File: config.mk
export PLATFORM = sky130hd
export DESIGN_NAME = sram_bridge
export DESIGN_NICKNAME = d
export VERILOG_FILES = /design/src/rtl/sram_bridge.sv
export SDC_FILE = /design/constraint.sdc
export NUM_CORES = 1
export LEC_CHECK = 0
export CELL_PAD_IN_SITES_DETAIL_PLACEMENT = 0
export CELL_PAD_IN_SITES_GLOBAL_PLACEMENT = 1
export CORE_MARGIN = 2
export CORE_UTILIZATION = 29
export CTS_BUF_LIST = sky130_fd_sc_hd__clkbuf_4 sky130_fd_sc_hd__clkbuf_8 sky130_fd_sc_hd__clkbuf_16
export DETAILED_ROUTE_END_ITERATION = 16
export PLACE_DENSITY_LB_ADDON = 0.1
export SLEW_MARGIN = 10
export SYNTH_ARGS = -nofsm -noshare
export SYNTH_HDL_FRONTEND = slang
export SYNTH_SLANG_ARGS = --single-unit
File: constraint.sdc
create_clock -name clk -period 3.2 [get_ports clk]
set_clock_uncertainty 0.2 [all_clocks]
set_input_delay 0.64 -clock clk [delete_from_list [all_inputs] [get_ports clk]]
set_output_delay 0.64 -clock clk [all_outputs]
set_load 0.05 [all_outputs]
File: src/rtl/sram_bridge.sv
// sram_bridge: valid/ready front end for port a of the on-chip data SRAM.
// Hides the SRAM's one-cycle read latency, buffers up to two responses and
// sustains one request per cycle while the response side keeps up.
// Optional build macro SRAM_BRIDGE_WRESP_EN: every accepted write also returns
// a response carrying its write data, ordered with reads in issue order.
module sram_bridge #(
    parameter int unsigned WIDTH = 32,
    parameter int unsigned DEPTH = 256,
    localparam int unsigned ADDR_WIDTH = $clog2(DEPTH)
) (
    input  logic                  clk,
    input  logic                  rst,
    input  logic                  req_valid,
    output logic                  req_ready,
    input  logic                  req_we,
    input  logic [ADDR_WIDTH-1:0] req_addr,
    input  logic [WIDTH-1:0]      req_wdata,
    output logic                  rsp_valid,
    input  logic                  rsp_ready,
    output logic [WIDTH-1:0]      rsp_rdata,
    output logic [ADDR_WIDTH-1:0] mem_addr,
    output logic [WIDTH-1:0]      mem_wdata,
    output logic                  mem_write_en,
    input  logic [WIDTH-1:0]      mem_rdata
);

    logic             acc;
    logic             pop;
    logic             push;
    logic             issue;
    logic [WIDTH-1:0] push_data;
    logic [1:0]       occ_d;

    logic [1:0]       occ_q;
    logic             inflight_q;
    logic             wptr_q;
    logic             rptr_q;
    logic [WIDTH-1:0] fifo_q [2];

`ifdef SRAM_BRIDGE_WRESP_EN
    logic             infl_wr_q;
    logic [WIDTH-1:0] wdata_q;
`endif

    // Handshakes, SRAM drive, response head and buffer occupancy next-state
    always_comb begin
        pop       = (occ_q != 2'd0) & rsp_ready;
        // Counting the in-flight read reserves its slot; a pop frees one this cycle
        req_ready = ((occ_q + {1'b0, inflight_q}) < 2'd2) | pop;
        acc       = req_valid & req_ready & ~rst;

        mem_addr     = req_addr;
        mem_wdata    = req_wdata;
        mem_write_en = acc & req_we;

`ifdef SRAM_BRIDGE_WRESP_EN
        issue     = acc;
        push_data = infl_wr_q ? wdata_q : mem_rdata;
`else
        issue     = acc & ~req_we;
        push_data = mem_rdata;
`endif
        push = inflight_q;

        rsp_valid = (occ_q != 2'd0);
        rsp_rdata = fifo_q[rptr_q];

        case ({push, pop})
            2'b10:   occ_d = occ_q + 2'd1;
            2'b01:   occ_d = occ_q - 2'd1;
            default: occ_d = occ_q;
        endcase
    end

    // In-flight tracking and response FIFO state
    always_ff @(posedge clk or posedge rst) begin
        if (rst) begin
            occ_q      <= 2'd0;
            inflight_q <= 1'b0;
            wptr_q     <= 1'b0;
            rptr_q     <= 1'b0;
            fifo_q[0]  <= '0;
            fifo_q[1]  <= '0;
`ifdef SRAM_BRIDGE_WRESP_EN
            infl_wr_q  <= 1'b0;
            wdata_q    <= '0;
`endif
        end else begin
            occ_q      <= occ_d;
            inflight_q <= issue;
            if (push) begin
                fifo_q[wptr_q] <= push_data;
                wptr_q         <= ~wptr_q;
            end
            if (pop) begin
                rptr_q <= ~rptr_q;
            end
`ifdef SRAM_BRIDGE_WRESP_EN
            infl_wr_q  <= acc & req_we;
            wdata_q    <= req_wdata;
`endif
        end
    end

endmodule

### Word-level counts from Yosys, hierarchy flattened

Index checks and enable logic that the tools add are counted.

* bits in registers: 69
* logic and storage cells: 37

* muxes and demuxes: 7
* $lt $le $gt $ge: 4
* reduce and logical (&&, ||, !) cells: 3
* equality and inequality tests: 2
* add/sub/neg operators: 3
* bitwise gates (word level): 12

Operator list (number)
* $mux 32: 4
* $bwmux 64: 1
* $demux 32 s1: 1
* $and 1x1->1: 5
* $ge 2x2->1 const B: 2
* $not 1->1: 4
* $not 1->2: 2
* $pmux 2 s2: 1
* $reduce_bool 2->1: 2
* $add 2x1->2: 1
* $add 2x1->2 const B: 1
* $eq 2x1->1 const B: 1
* $eq 2x2->1 const B: 1
* $lt 2x1->1 const B: 1
* $lt 2x2->1 const B: 1
* $sub 2x1->2 const B: 1
* $logic_and 1x1->1: 1
* $or 1x1->1: 1

### Depth between registers and ports, before layout

Gate-level depths: netlist of run 1.

* word-level depth: 6
* mapped depth: 6
* gate-level depth less buffers: 6

### Worst setup path before layout of run 1

Ideal clock, no wire load.

* kind: input -> output
* from: input port rst
* to: output port mem_write_en
* stages on the path: 2
* required time: 2.360 ns
* data arrival time: 2.807 ns
* buffers on the path: 0
* slack: -0.447 ns
* cell sequence: inv_1 and4_1

* longest elaborated chain between the ends: 3

RTL lines
* start: declaration: RTL line 12 `input logic rst,`
* $not 1->1: RTL line 50 `acc = req_valid & req_ready & ~rst;`
* $and 1x1->1: RTL line 50
* $and 1x1->1: RTL line 54 `mem_write_en = acc & req_we;`
* end: declaration: RTL line 23 `output logic mem_write_en,`

Every way passes these cells.

### Worst setup path after layout of run 1

* from: register rptr_q
* to: output port rsp_rdata[12]

* longest elaborated chain between the ends: 4

RTL lines
* start: declaration: RTL line 37 `logic rptr_q;`
* start signal: assignment: RTL line 96 `rptr_q <= ~rptr_q;`
* $not 1->2 (implied by the code): RTL line 66 `rsp_rdata = fifo_q[rptr_q];`
* $mux 32 (implied by the code) (3 in series): RTL line 66
* end: declaration: RTL line 20 `output logic [WIDTH-1:0] rsp_rdata,`

Every way passes these cells. The select of a mux whose other input is x is not followed.

==> summary.txt, run 1 <==
CTS
  – Skew-Pair Late Insertion Delay: 0.32 ns
  – Setup Fix Bufs, Post-CTS: 0
  – H-tree Lvls: 3
  – CTS tree: done
  – Clk buf depth: 2
  – Root Driver: clkbuf_16
  – Resize count post-CTS: 0
  – Worst-path clk slew: 0.06 ns
  – CTS hold repair buffers: 0
  – Clock sinks: 69
  – CTS Buf Count: 9

Critical path
  – CP Launch Point: rptr_q
  – Flop2flop setup slack: 1.30 ns
  – Critical Path Start Type: register
  – Type of the worst setup path: register to output port
  – Worst-path fanout max: 25
  – Capture point of the worst path: rsp_rdata[12]
  – CP required: approximately 2.4 ns
  – Critical Path AT: 2.15 ns
  – Worst r2r dst: fifo_q[58]
  – Reg2reg start: inflight_q
  – Worst Reg-to-Reg Cells: 2
  – Critical Path End Type: output port

STA
  – FMAX: 0.3346 GHz
  – Final hold viol count: 0
  – Setup violations, final: 0
  – Worst-margin pin slew: about 0.9 ns
  – Tmin final: about 3.0 ns
  – Period Utilization, post-route: 93.38%
  – RSZ-0062 raised after global routing: no
  – Relative slew slack: 38.31%
  – Pins Over Slew Limit: 0
  – Setup_tns: 0 ns

Drt
  – Highest routing layer actually used: met4
  – Met2 WL: about 2800 um
  – DRT iter0 DRCs: 52
  – Final ANT Viol Nets: 0
  – DR vias/cell: 4.344
  – M1 WL: around 3100 um
  – First-pass detailed-route iteration total: 3
  – DRT Wirelength: 6487 um
  – Per-cell routed wire length: between 15 and 20 um
  – Remaining DRCs: 0
  – Vias after detailed routing: 1807
  – Met3 Wirelength: between 400 and 500 um

Die
  – Die width: 111.0 um
  – Core area: 11320 um^2
  – Die Area: 12330 um^2
  – Die Ht: 111.0 um
  – Ports: 152
  – Row count: 39
  – Initial Utilization: about 29%

Final layout
  – Post-Layout Cell Count: between 400 and 500
  – Final non-filler cell area: ~4300 um^2
  – Finished Core Util: a little under two fifths
  – Final net count: about 350
  – Ant diodes: 0
  – Share of post-route cells with drive strength above 1: between 40 and 50%
  – Most frequent cells in the layout: 94 x mux2_2, 69 x clkdlybuf4s50_1, 68 x dfrtp_1
  – Synth-to-layout area growth: 28.32%
  – Most common cell after layout, fill and taps aside: mux2_2

Placed design
  – Placed cell count: 400
  – Half-perimeter wire length after placement: ~4000 um
  – Final RePlAce weighted congestion: 0.6325
  – Port bufs: 71
  – Cell area after placement: 3871 um^2

Pwr
  – Power Dens Cells: about 1300 nW/um^2
  – Leakage power figure: around 0.0018 uW
  – Worst vdd ir: between 0.7 and 0.8 mV

Logic synthesis
  – Yosys cell types: 22
  – Seq/Total Area, Yosys: 51.98%
  – Synthesis-stage register bit count: 69
  – Synth Net Count: 313
  – Area of the mapped netlist: around 3300 um^2
  – Yosys warns: 0
  – Syn_area_per_cell: about 14 um^2
  – Mapped Cells: 235

Job
  – Max cap viols: 0

GRT
  – Remaining global-route overflow: 0
  – Largest net degree at the start of global routing: 70
  – Number of global-route vias before repair: 2048
  – Total track usage: 11.32%
  – First-pass GRT wire length: 10750 um
  – Initial antenna violation count: 0

Run status
  – Outcome: complete, no violations

Worst hold path
  – Hold crit path type: register to register
[cell families (layout without fill, tap and decap cells)]
kind of cell,Yosys count,count (layout),synth area share (%)
buffers and inverters,54,92,11.56
xor gates and xnor gates,5,5,1.319
AOI/OAI and AO/OA,2,2,0.4518
muxes,96,96,32.77
adders and majority gates,1,1,0.3766
and+or+nand+nor,8,8,1.545
DFF,69,69,51.98
[where the power goes]
group          internal (uW)  switching [uW]  total [uW]
logic                   1240            1630        2880
clock network            929             374        1300
registers               1320             237        1550
total                   3490            2240        5730
[layer usage]
metal	track usage [%]	up-vias
li1	-	844
met1	14.63	875
met5	0	-
met3	5.303	21
met2	16.24	67
met4	4.856	0
[synth_stat cells]
| library cell | instances | area, um^2 |
|---|---|---|
| nand2_1 | 1 | 3.750 |
| and2_1 | 1 | 6.260 |
| and4_1 | 1 | 8.760 |
| nor2_1 | 1 | 3.750 |
| mux2_2 | 94 | 1059 |
| a21oi_1 | 1 | 5.000 |
| mux2_4 | 2 | 30.03 |
| inv_1 | 3 | 11.26 |
| buf_2 | 6 | 30.03 |
| ha_1 | 1 | 12.51 |
| clkbuf_1 | 1 | 3.750 |
| a21bo_2 | 1 | 10.01 |
| or2_2 | 1 | 6.260 |
| xor2_1 | 3 | 26.28 |
| nand2b_1 | 1 | 6.260 |
| nor4b_1 | 1 | 8.760 |
| buf_4 | 40 | 300.3 |
| clkbuf_2 | 1 | 5.000 |
| xnor2_1 | 2 | 17.52 |
| buf_6 | 3 | 33.78 |
| dfrtp_1 | 69 | 1727 |
| nand3b_1 | 1 | 7.510 |
[final cells by class]
type                            instances  area (um^2)
Clock buffer                           10        232.7
Multi-Input combinational cell        112         1216
Tap cell                              143        178.9
Sequential cell                        69         1728
Timing Repair Buffer                   73        733.2
Fill cell                            1108         7058
Inverter                                3        15.01
Clock inverter                          6        158.9
[critical path, cell delays in order (launching register included)]
cell	delay, ns
dfrtp_2	0.50
buf_12	0.24
mux2_2	0.36
clkdlybuf4s50_1	0.72
[how the worst min path moves through the flow]
stage,slack (ns),depth (start not counted),from,to
6_report,0.29,1,occ_q[1],occ_q[1]
3_5_place_dp,0.28,1,occ_q[1],occ_q[1]
2_1_floorplan,0.25,1,wptr_q,wptr_q
4_1_cts,0.29,1,occ_q[1],occ_q[1]
3_3_place_gp,0.28,1,fifo_q[0],fifo_q[0]
5_1_grt,0.31,1,wptr_q,wptr_q
[sequential cells by signal (all words and copies together), names as in the netlist]
register,count
fifo_q,64
occ_q,2
inflight_q,1
rptr_q,1
wptr_q,1
[through the flow]
step | power (uW) | hold slack (ns) | setup slack, ns
detailed placement | 4472 | 0.2843 | 0.5412
finish | 5732 | 0.2921 | 0.2117
global placement | 4467 | 0.2835 | 0.5476
global route | 6032 | 0.3117 | 0.1222
floorplan | 3746 | 0.2543 | 0.09624
CTS | 5810 | 0.2936 | 0.1765
Note: power is estimated with default switching activity, not from simulation.
==> run 2, diff against run 1 <==
Settings changed: MAX_ROUTING_LAYER set to met4.
==> run 2 against run 1 <==
  * The flow now stops in 5_2_route
  * Global-route usage increased by 0.34 points
  * Area after synthesis is the same
  * Synthesized cell count did not move
==> summary.txt, run 2 <==
Run status
  – Outcome: stopped before the end
  – Failing step: 5_2_route
  – First error: [ERROR DRT-0255] Maze Route cannot find path of net req_wdata[5] in worker of routeBox ( 96600 96600 ) ( 111025 111025 ).

GRT
  – Total track usage: 11.65%
  – Initial antenna violation count: 0
  – Remaining global-route overflow: 0
  – First-pass GRT wire length: 10760 um
  – Number of global-route vias before repair: 2041
  – Largest net degree at the start of global routing: 70

Die
  – Die width: 111.0 um
  – Initial Utilization: 29.34%
  – Ports: between 150 and 200
  – Die Ht: 111.0 um
  – Row count: 39

Logic synthesis
  – Synth area leaders: dfrtp_1 52%, mux2_2 32%, buf_4 9.0%, buf_6 1.0%, buf_2 0.90%
  – Seq/Total Area, Yosys: 51.98%
  – Post-synth EDFFs: 0
  – Mapped Cells: 235
  – Top-count cell post-synth: mux2_2
  – Synth Net Count: between 300 and 400
  – Syn_area_per_cell: between 10 and 15 um^2
  – Synth cell count leaders: 94 x mux2_2, 69 x dfrtp_1, 40 x buf_4
  – Dominant synthesized flop cell: dfrtp_1
  – Area of the mapped netlist: 3322 um^2
  – Top cell type's share of synthesized area: 51.98%
  – Cell taking the most area after synthesis: dfrtp_1
  – Synthesis-stage register bit count: 69
  – Yosys warns: 0
  – Yosys cell types: 22
  – Post-synth ARST share: 100.0%

Placed design
  – Final RePlAce weighted congestion: 0.6376
  – Port bufs: around 70
  – Half-perimeter wire length after placement: around 4000 um

CTS
  – Setup Fix Bufs, Post-CTS: 0
  – Resize count post-CTS: 0
  – CTS hold repair buffers: 0
  – Root Driver: clkbuf_16
  – Clock sinks: 69
  – Clk buf depth: 2
  – H-tree Lvls: 3
  – CTS Buf Count: 9
-- run 2: cell counts after synthesis --
Identical to the previous run, type by type.
-- run 2: per-stage QoR --
stage	utilization (%)	cell area (um^2)	hold slack, ns	cells	worst slack (ns)
4_1_cts	37.65	4263	0.2936	416	0.1765
2_1_floorplan	-	3326	0.2543	235	0.09624
5_1_grt	37.65	4263	0.3117	416	0.1268
3_3_place_gp	34.20	3871	0.2835	400	0.5476
3_5_place_dp	34.20	3871	0.2843	400	0.5412
-- run 2: cells by family after synthesis --
family,after synthesis,share of synthesized area (%)
AOI/OAI and AO/OA,2,0.4518
adders and majority gates,1,0.3766
xor gates and xnor gates,5,1.319
buffers and inverters,54,11.56
muxes,96,32.77
DFF,69,51.98
and+or+nand+nor,8,1.545
-- run 2: per-layer routing --
metal,GRT usage (%)
met5,-
met4,4.856
met3,4.811
met2,16.28
met1,14.95
==> run 3, diff against run 2 <==
Settings changed: CELL_PAD_IN_SITES_DETAIL_PLACEMENT 0 to not set, CELL_PAD_IN_SITES_GLOBAL_PLACEMENT 1 to not set, CORE_UTILIZATION 29 to 35, CTS_BUF_LIST sky130_fd_sc_hd__clkbuf_4 sky130_fd_sc_hd__clkbuf_8 sky130_fd_sc_hd__clkbuf_16 to not set, MAX_ROUTING_LAYER met4 to not set, PLACE_DENSITY_LB_ADDON 0.1 to 0.15.
Clock period 3.2 ns to 4.16 ns, I/O delays scaled along.
==> run 3 against run 2 <==
  * The flow now finishes without violations
  * Global-route usage is 0.75 points higher
==> summary.txt, run 3 (same netlist as run 1, synthesis figures left out) <==
STA
  – Tmin final: 3.269 ns
  – Pins Over Slew Limit: 0
  – Relative slew slack: 36.65%
  – Worst-margin pin slew: 0.9502 ns
  – FMAX: 0.3059 GHz
  – Period Utilization, post-route: around 79%
  – RSZ-0062 raised after global routing: no
  – Setup_tns: 0 ns
  – Worst Hold Slack: 0.2885 ns
  – Setup violations, final: 0
  – Final hold viol count: 0

Placed design
  – Port bufs: 71
  – Half-perimeter wire length after placement: 3785 um
  – Placed cell count: 388
  – Final RePlAce weighted congestion: 0.6566

Drt
  – DRT Wirelength: approximately 6000 um
  – Per-cell routed wire length: 14.88 um
  – DR vias/cell: 4.542
  – DRT iter0 DRCs: 25
  – Final ANT Viol Nets: 0
  – First-pass detailed-route iteration total: 3
  – Vias after detailed routing: 1826
  – Remaining DRCs: 0

Critical path
  – Worst Reg-to-Reg Cells: 3
  – Worst r2r dst: fifo_q[25]
  – CP Depth: 4
  – CP bufs+invs: 3
  – Worst-path fanout max: 2
  – CP required: between 3 and 4 ns
  – Critical Path AT: 2.24 ns
  – Critical Path End Type: output port
  – Worst path top cell family by delay: buffers and inverters
  – Slowest stage delay, CP: about 0.80 ns
  – Reg2reg start: inflight_q
  – Type of the worst setup path: primary input to output port
  – CP Launch Point: rsp_ready
  – Flop2flop setup slack: between 2 and 2.5 ns
  – Capture point of the worst path: req_ready
  – Critical-path top delay cell: clkdlybuf4s50_1
  – Critical Path Start Type: primary input
  – Most frequent CP cell: clkdlybuf4s50_1
  – Worst path cell trace: clkdlybuf4s50_1 -> a21oi_1 -> inv_1 -> clkdlybuf4s50_1

CTS
  – Resize count post-CTS: 0
  – Skew-Pair Late Insertion Delay: 0.34 ns
  – CTS hold repair buffers: 0
  – Clock sinks: 69
  – Clk buf depth: 2
  – Root Driver: clkbuf_8
  – CTS tree: done
  – H-tree Lvls: 3
  – Worst-path clk slew: around 0.060 ns
  – Setup Fix Bufs, Post-CTS: 0
  – CTS Buf Count: 9

Final layout
  – Multi-input gate area: roughly 1200 um^2
  – Filler cell count: 878
  – Top reg by flops: fifo_q
  – Most common cell after layout, fill and taps aside: mux2_2
  – Largest regs: fifo_q x64, occ_q x2
  – Area occupied by registers: 1727 um^2
  – Number of flip-flops in the largest register: between 60 and 70
  – Final net count: around 350
  – Synth-to-layout area growth: 20.34%
  – Share of post-route cells with drive strength above 1: 42.86%
  – Most frequent cells in the layout: 94 x mux2_2, 70 x clkdlybuf4s50_1, 69 x dfrtp_1
  – Ant diodes: 0
  – Post-Layout Cell Count: 402

Job
  – Max cap viols: 0

Die
  – Ports: ~150
  – Die Area: 10290 um^2
  – Core area: between 9000 and 10000 um^2
  – Die width: 101.4 um
  – Row count: 35
  – Die Ht: 101.4 um
  – Initial Utilization: 35.95%

GRT
  – Largest net degree at the start of global routing: 70
  – Remaining global-route overflow: 0
  – First-pass GRT wire length: 9708 um
  – Total track usage: 12.40%
  – Number of global-route vias before repair: 1985
  – Initial antenna violation count: 0

Pwr
  – Switching share of power: 43.19%
  – Switch Pwr: 1649 uW
  – Leakage power figure: approximately 0.0016 uW
  – Power Dens Cells: 955.0 nW/um^2
  – Clock Power Share: 11.4%
  – Gate power share: 58.0%
  – Internal power: 2169 uW
  – Worst vdd ir: about 0.44 mV
  – Sequential share of power: 30.6%

Worst hold path
  – Hold crit path type: register to register
  – Hold wc startpoint: wptr_q

Run status
  – Outcome: complete, no violations
==> run 3: area by class of cell <==
cell class,instances,share of cell area (%)
Sequential cell,69,43.19
Multi-Input combinational cell,112,30.36
Timing Repair Buffer,75,18.47
Tap cell,129,4.038
Clock buffer,11,3.286
Clock inverter,3,0.3756
Inverter,3,0.2817
==> run 3: how the worst min path moves through the flow <==
stage / endpoint / depth (start not counted)
floorplan: wptr_q / 1
global placement: wptr_q / 1
detailed placement: wptr_q / 1
CTS: wptr_q / 1
global route: wptr_q / 1
finish: wptr_q / 1
==> run 3: stage by stage <==
| stage | area, um^2 | utilization (%) | total power, uW | worst slack [ns] |
|---|---|---|---|---|
| 3_3_place_gp | 3851 | 41.68 | 3396 | 0.8828 |
| 5_1_grt | 3998 | 43.26 | 4036 | 0.8284 |
| 4_1_cts | 3998 | 43.26 | 3876 | 0.8833 |
| 3_5_place_dp | 3851 | 41.68 | 3413 | 0.8833 |
| 2_1_floorplan | 3322 | - | 2882 | 0.1290 |
| 6_report | 3998 | 43.26 | 3818 | 0.8914 |
==> run 3: layer usage <==
layer / vias to the layer above / track usage (%) / routed length (um)
met1: 908 / 14.73 / 2632
met4: 0 / 5.094 / 102
met2: 59 / 19.82 / 2803
li1: 839 / - / -
met3: 20 / 5.314 / 445
met5: - / 0 / 0
==> run 3: power by group through the flow <==
| stage | clock, uW | combinational [uW] | sequential, uW |
|---|---|---|---|
| after global routing | 491 | 2330 | 1210 |
| final | 436 | 2210 | 1170 |
| after floorplan | 0 | 1750 | 1130 |
| after global placement | 0 | 2230 | 1170 |
| after detailed placement | 0 | 2230 | 1180 |
| after CTS | 464 | 2240 | 1170 |
